[src/rtl/cache_way_ctrl.sv]
// Lookup/replacement controller for a 4-way set-associative cache.
// Compares the four stored tags, picks a hit or victim way, and keeps per-set tree PLRU bits.
module cache_way_ctrl #(
    parameter int WAYS  = 4,
    parameter int SETS  = 64,
    parameter int TAG_W = 20
) (
    input  logic                     i_clk,
    input  logic                     i_rst_n,
    input  logic                     i_req_valid,
    output logic                     o_req_ready,
    input  logic [$clog2(SETS)-1:0]  i_req_idx,
    input  logic [TAG_W-1:0]         i_req_tag,
    output logic                     o_tag_rd_en,
    output logic [$clog2(SETS)-1:0]  o_tag_rd_idx,
    input  logic [WAYS*TAG_W-1:0]    i_tag_way,
    input  logic [WAYS-1:0]          i_valid_way,
    output logic                     o_resp_valid,
    input  logic                     i_resp_ready,
    output logic                     o_hit,
    output logic [WAYS-1:0]          o_way_sel,
    output logic [WAYS-1:0]          o_victim_sel,
    output logic                     o_multi_hit,
    input  logic                     i_flush,
    output logic                     o_flush_done
);
    localparam int IDX_W = $clog2(SETS);

    typedef enum logic [1:0] {S_IDLE, S_LOOKUP, S_RESP, S_FLUSH} state_t;

    state_t             r_state;
    state_t             w_state_next;
    logic [IDX_W-1:0]   r_idx;
    logic [TAG_W-1:0]   r_tag;
    logic               r_hit;
    logic [WAYS-1:0]    r_way_sel;
    logic [WAYS-1:0]    r_victim_sel;
    logic               r_multi_hit;
    logic [IDX_W-1:0]   r_flush_cnt;
    logic [2:0]         r_plru [SETS];

    logic               w_accept;
    logic               w_flush_last;
    logic [WAYS-1:0]    w_match;
    logic [WAYS-1:0]    w_hit_sel;
    logic [WAYS-1:0]    w_invalid;
    logic [WAYS-1:0]    w_victim;
    logic [WAYS-1:0]    w_plru_victim;
    logic [1:0]         w_plru_way;
    logic [2:0]         w_plru_rd;
    logic [2:0]         w_plru_upd;
    logic [WAYS-1:0]    w_used;
    logic               w_plru_we;
    logic [IDX_W-1:0]   w_plru_widx;
    logic [2:0]         w_plru_wdata;

    assign o_req_ready  = (r_state == S_IDLE) & ~i_flush;
    assign w_accept     = o_req_ready & i_req_valid;
    assign o_tag_rd_en  = w_accept;
    assign o_tag_rd_idx = w_accept ? i_req_idx : '0;
    assign o_resp_valid = (r_state == S_RESP);
    assign w_flush_last = (r_flush_cnt == IDX_W'(SETS - 1));
    assign o_flush_done = (r_state == S_FLUSH) & w_flush_last;

    assign o_hit        = r_hit;
    assign o_way_sel    = r_way_sel;
    assign o_victim_sel = r_victim_sel;
    assign o_multi_hit  = r_multi_hit;

    genvar gi;
    generate
        for (gi = 0; gi < WAYS; gi++) begin : g_match
            assign w_match[gi] = i_valid_way[gi] & (i_tag_way[gi*TAG_W +: TAG_W] == r_tag);
        end
    endgenerate

    // x & -x isolates the lowest set bit: lowest-index hit or lowest-index invalid way.
    assign w_hit_sel = w_match & (~w_match + WAYS'(1));
    assign w_invalid = ~i_valid_way;

    assign w_plru_rd     = r_plru[r_idx];
    assign w_plru_way    = w_plru_rd[0] ? (w_plru_rd[2] ? 2'd3 : 2'd2)
                                        : (w_plru_rd[1] ? 2'd1 : 2'd0);
    assign w_plru_victim = WAYS'(1) << w_plru_way;
    assign w_victim      = (&i_valid_way) ? w_plru_victim
                                          : (w_invalid & (~w_invalid + WAYS'(1)));

    assign w_used = r_hit ? r_way_sel : r_victim_sel;

    always_comb begin
        w_plru_upd = w_plru_rd;
        if (w_used[0]) begin
            w_plru_upd[0] = 1'b1;
            w_plru_upd[1] = 1'b1;
        end else if (w_used[1]) begin
            w_plru_upd[0] = 1'b1;
            w_plru_upd[1] = 1'b0;
        end else if (w_used[2]) begin
            w_plru_upd[0] = 1'b0;
            w_plru_upd[2] = 1'b1;
        end else if (w_used[3]) begin
            w_plru_upd[0] = 1'b0;
            w_plru_upd[2] = 1'b0;
        end
    end

    always_comb begin
        w_state_next = r_state;
        w_plru_we    = 1'b0;
        w_plru_widx  = r_idx;
        w_plru_wdata = w_plru_upd;
        case (r_state)
            S_IDLE: begin
                if (i_flush) begin
                    w_state_next = S_FLUSH;
                end else if (i_req_valid) begin
                    w_state_next = S_LOOKUP;
                end
            end
            S_LOOKUP: w_state_next = S_RESP;
            S_RESP: begin
                if (i_resp_ready) begin
                    w_plru_we    = 1'b1;
                    w_state_next = S_IDLE;
                end
            end
            S_FLUSH: begin
                w_plru_we    = 1'b1;
                w_plru_widx  = r_flush_cnt;
                w_plru_wdata = 3'b000;
                if (w_flush_last) begin
                    w_state_next = S_IDLE;
                end
            end
            default: w_state_next = S_IDLE;
        endcase
    end

    always_ff @(posedge i_clk or negedge i_rst_n) begin
        if (!i_rst_n) begin
            r_state      <= S_IDLE;
            r_idx        <= '0;
            r_tag        <= '0;
            r_hit        <= 1'b0;
            r_way_sel    <= '0;
            r_victim_sel <= '0;
            r_multi_hit  <= 1'b0;
            r_flush_cnt  <= '0;
        end else begin
            r_state <= w_state_next;
            if (w_accept) begin
                r_idx <= i_req_idx;
                r_tag <= i_req_tag;
            end
            if (r_state == S_LOOKUP) begin
                r_hit        <= |w_match;
                r_way_sel    <= w_hit_sel;
                r_victim_sel <= (|w_match) ? '0 : w_victim;
                r_multi_hit  <= (w_match & (w_match - WAYS'(1))) != '0;
            end
            // Wraps back to 0 on the last set, ready for the next flush.
            if (r_state == S_FLUSH) begin
                r_flush_cnt <= r_flush_cnt + IDX_W'(1);
            end
        end
    end

    always_ff @(posedge i_clk or negedge i_rst_n) begin
        if (!i_rst_n) begin
            for (int i = 0; i < SETS; i++) begin
                r_plru[i] <= 3'b000;
            end
        end else if (w_plru_we) begin
            r_plru[w_plru_widx] <= w_plru_wdata;
        end
    end
endmodule

[config.mk]
export PLATFORM = sky130hd
export DESIGN_NAME = cache_way_ctrl
export DESIGN_NICKNAME = d
export VERILOG_FILES = /design/src/rtl/cache_way_ctrl.sv
export SDC_FILE = /design/constraint.sdc
export NUM_CORES = 1
export LEC_CHECK = 0
export ABC_AREA = 0
export CAP_MARGIN = 20
export CORE_MARGIN = 3
export CORE_UTILIZATION = 39
export CTS_BUF_LIST = sky130_fd_sc_hd__clkbuf_16
export DETAILED_ROUTE_END_ITERATION = 7
export SLEW_MARGIN = 25
export SYNTH_ARGS = -nofsm -noshare
export SYNTH_HDL_FRONTEND = slang
export SYNTH_SLANG_ARGS = --single-unit
[constraint.sdc]
create_clock -name i_clk -period 4.4 [get_ports i_clk]
set_clock_uncertainty 0.2 [all_clocks]
set_input_delay 1.1 -clock i_clk [delete_from_list [all_inputs] [get_ports i_clk]]
set_output_delay 1.1 -clock i_clk [all_outputs]
set_load 0.01 [all_outputs]
==> results.tsv <==
metric	value	unit
synth_flop_cell	dfrtp_1	
gp_congestion	0.875	
hold_viol	0	
grt_max_degree	77	
async_reset_ff_share	100	%
drtIter0Drc	549	
grt.overflow.total	0	
path_cells	clkdlybuf4s50_1 -> nor3_1 -> buf_4 -> and3_1 -> clkdlybuf4s50_1	
crit_path_frequent_cell	clkdlybuf4s50_1	
yosysSeqAreaShare	47.8	%
cts_made_buffers	26	
syn_inst	1004	
synth_fp_nets	1120	
final-setup-viol-count	0	
synth_edf_count	0	
required	3100	ps
drive_gt1_share	25.3	%
clk_latency	560	ps
cts-resized-gates	0	
first_global_vias	8736	
outcome	finished clean	
crit_path_max_incr_delay	540	ps
syn_area	12400	um2
critPathLaunchType	input pin	
busiest_layer	met2	
die_h	184	um
period_share	89.4	%
fillers	2836	
met2_usage	33.6	%
start_util	40.0	%
slew_headroom	42.5	%
finalSetupTns	0	ps
drt_wl_total	33700	um
first_pass_iters	5	
dp_hpwl	24800	um
clock-root-buffer	clkbuf_16	
num_vias	8280	
power_density	661	nW/um2
clkTransAtPathRegs	60	ps
htreeDepth	1	
max_slew.worst_pin.slew	862	ps
antenna_left	0	
vdd_drop_max	0.421	mV
hold_path_class	reg2reg	
cts_tree	done	
synth_area_leaders	dfrtp_1 48%, mux2_2 16%, mux4_2 4.6%, xnor2_1 3.7%, nand2_1 3.0%	
fin_nets	1237	
synth_cell_types	63	
port-buffer-count	134	
cts_sinks	236	
wire_per_inst	22.0	um
max-clock-path-buffers	3	
worstPathArrival	2630	ps
syn2layout_area_growth	19.3	%
ioPinCount	135	
antenna_found_initial	0	
crit_type	in2out	
max_cap_violations	0	
ys_warn_count	0	
worstPathMaxFanout	8	
critPathCaptureType	primary output	
fin_crit	3930	ps
leakage	6.43	nW
maxSlewViolCount	0	
rsz0062_at_grt	no	
syn_avg_cell_area	12.3	um2
antenna_cells	0	
vias_per_cell	5.39	
cts_hold_buf	0	
max_freq	254	MHz
grt_pass1_wl	52600	um
crit_slowest_cell	clkdlybuf4s50_1	
num_rows	64	
track_usage	20.1	%
r2r_slack	770	ps
postCtsSetupBuffers	0	
die_w	184	um
met3_usage	2.73	%
drc	0	
synth_top_area_cell	dfrtp_1	
core	30900	um2
hold_slack	277	ps
grtUsageMet1	28.1	%
die-area	33900	um2
ys_ff_latch	236	
synth_top_area_share	47.8	%
## metal layers
metal | share of wire, % | vias to the layer above
li1 | - | 3840
met1 | 45 | 4200
met2 | 49 | 181
met3 | 4.0 | 59
met4 | 2.4 | 0
met5 | 0 | -
## synth_stat cells (all sizes together), types with 2 or more instances
cell,instances
dfrtp,236
mux2,183
nand2,99
o21ai,52
xnor2,52
nor2,46
buf,43
mux4,35
xor2,33
mux2i,30
clkbuf,27
a22oi,18
nand4,15
nor4,13
or2,11
and3,9
inv,9
nand2b,9
nor3,9
a21oi,7
a221oi,7
nand3,7
and2,6
nor2b,6
a31oi,5
o211ai,5
o21bai,4
a32o,3
nor3b,3
a21boi,2
a22o,2
and4,2
nand3b,2
o22ai,2
## area by class of cell
type	instances	area, um2	area share (%)
sequential	236	5910	40.1
clock inverter	20	135	0.916
timing repair buffer	159	1620	11.0
inverter	9	33.8	0.229
multi-input combinational	689	5900	40.0
clock buffer	26	651	4.41
tap	396	495	3.36
## through the flow
step                cell area (um2)  power [mW]  std cells  setup slack (ps)  utilization, %
floorplan                     12400        6.59       1004               580               -
global route                  14700        10.3       1535               420            47.7
global placement              14000        7.71       1489               485            45.2
finish                        14700        9.74       1535               467            47.7
detailed placement            14000        7.77       1489               489            45.2
CTS                           14700        9.81       1535               486            47.7
## critical path, delay by kind of cell
family	cells	cell delay [ps]
buffers and inverters	3	1150
and+or+nand+nor	2	380
## path summary, 6_finish.rpt
kind / start / cells past startpoint / end
worst max-delay path: i_flush / 5 / o_tag_rd_idx[5]
worst min-delay path: r_plru[11]$_DFFE_PN0P_ / 2 / r_plru[11]$_DFFE_PN0P_
worst max register to register: r_idx[1]$_DFFE_PN0P_ / 10 / r_plru[142]$_DFFE_PN0P_
worst min register to register: r_plru[11]$_DFFE_PN0P_ / 2 / r_plru[11]$_DFFE_PN0P_
max in group asynchronous: i_rst_n / 2 / r_tag[13]$_DFFE_PN0P_
min in group asynchronous: i_rst_n / 1 / r_plru[3]$_DFFE_PN0P_
## kinds of logic (layout without fill, tap and decap cells)
family	count (synthesis)	in the layout	synth area share (%)
compound gates	115	115	6.46
mux	248	248	25.9
xor+xnor	85	85	6.02
simple gates	239	239	9.19
fa+ha+maj	2	2	0.182
flops	236	236	47.8
buf+inv	79	214	4.50
## registers in the layout (all words and copies together), names as in the netlist
signal        flops
o_multi_hit       1
r_tag            20
o_victim_sel      4
r_flush_cnt       6
r_state           2
r_plru          192
r_idx             6
o_way_sel         4
o_hit             1
## cells in the final DEF, fill, tap and decap left out, types with 4 or more instances in the layout
cell	count
nor2_1	45
nor4_1	12
mux2_4	4
buf_12	7
nor3_1	9
o21ai_1	12
xor2_1	33
clkdlybuf4s50_1	133
mux2i_1	30
buf_4	18
a21oi_1	7
clkbuf_16	26
a22oi_1	15
nor2b_1	6
mux2_2	179
mux4_1	10
nand2_1	99
mux4_2	25
and2_1	5
o21ai_0	40
or2_2	10
and3_1	9
clkinv_1	9
xnor2_1	52
a221oi_1	6
nand4_1	15
dfrtp_1	234
a31oi_1	5
nand2b_1	9
o21bai_1	4
inv_1	15
nand3_1	7
## report_power, final
part	leakage [nW]	switching (mW)	internal [mW]	total, mW
combinational	2.86	2.29	1.88	4.17
sequential	3.17	0.685	2.88	3.56
clock	0.404	0.877	1.13	2.01
total	6.43	3.86	5.88	9.74
Note: power is estimated with default switching activity, not from simulation.
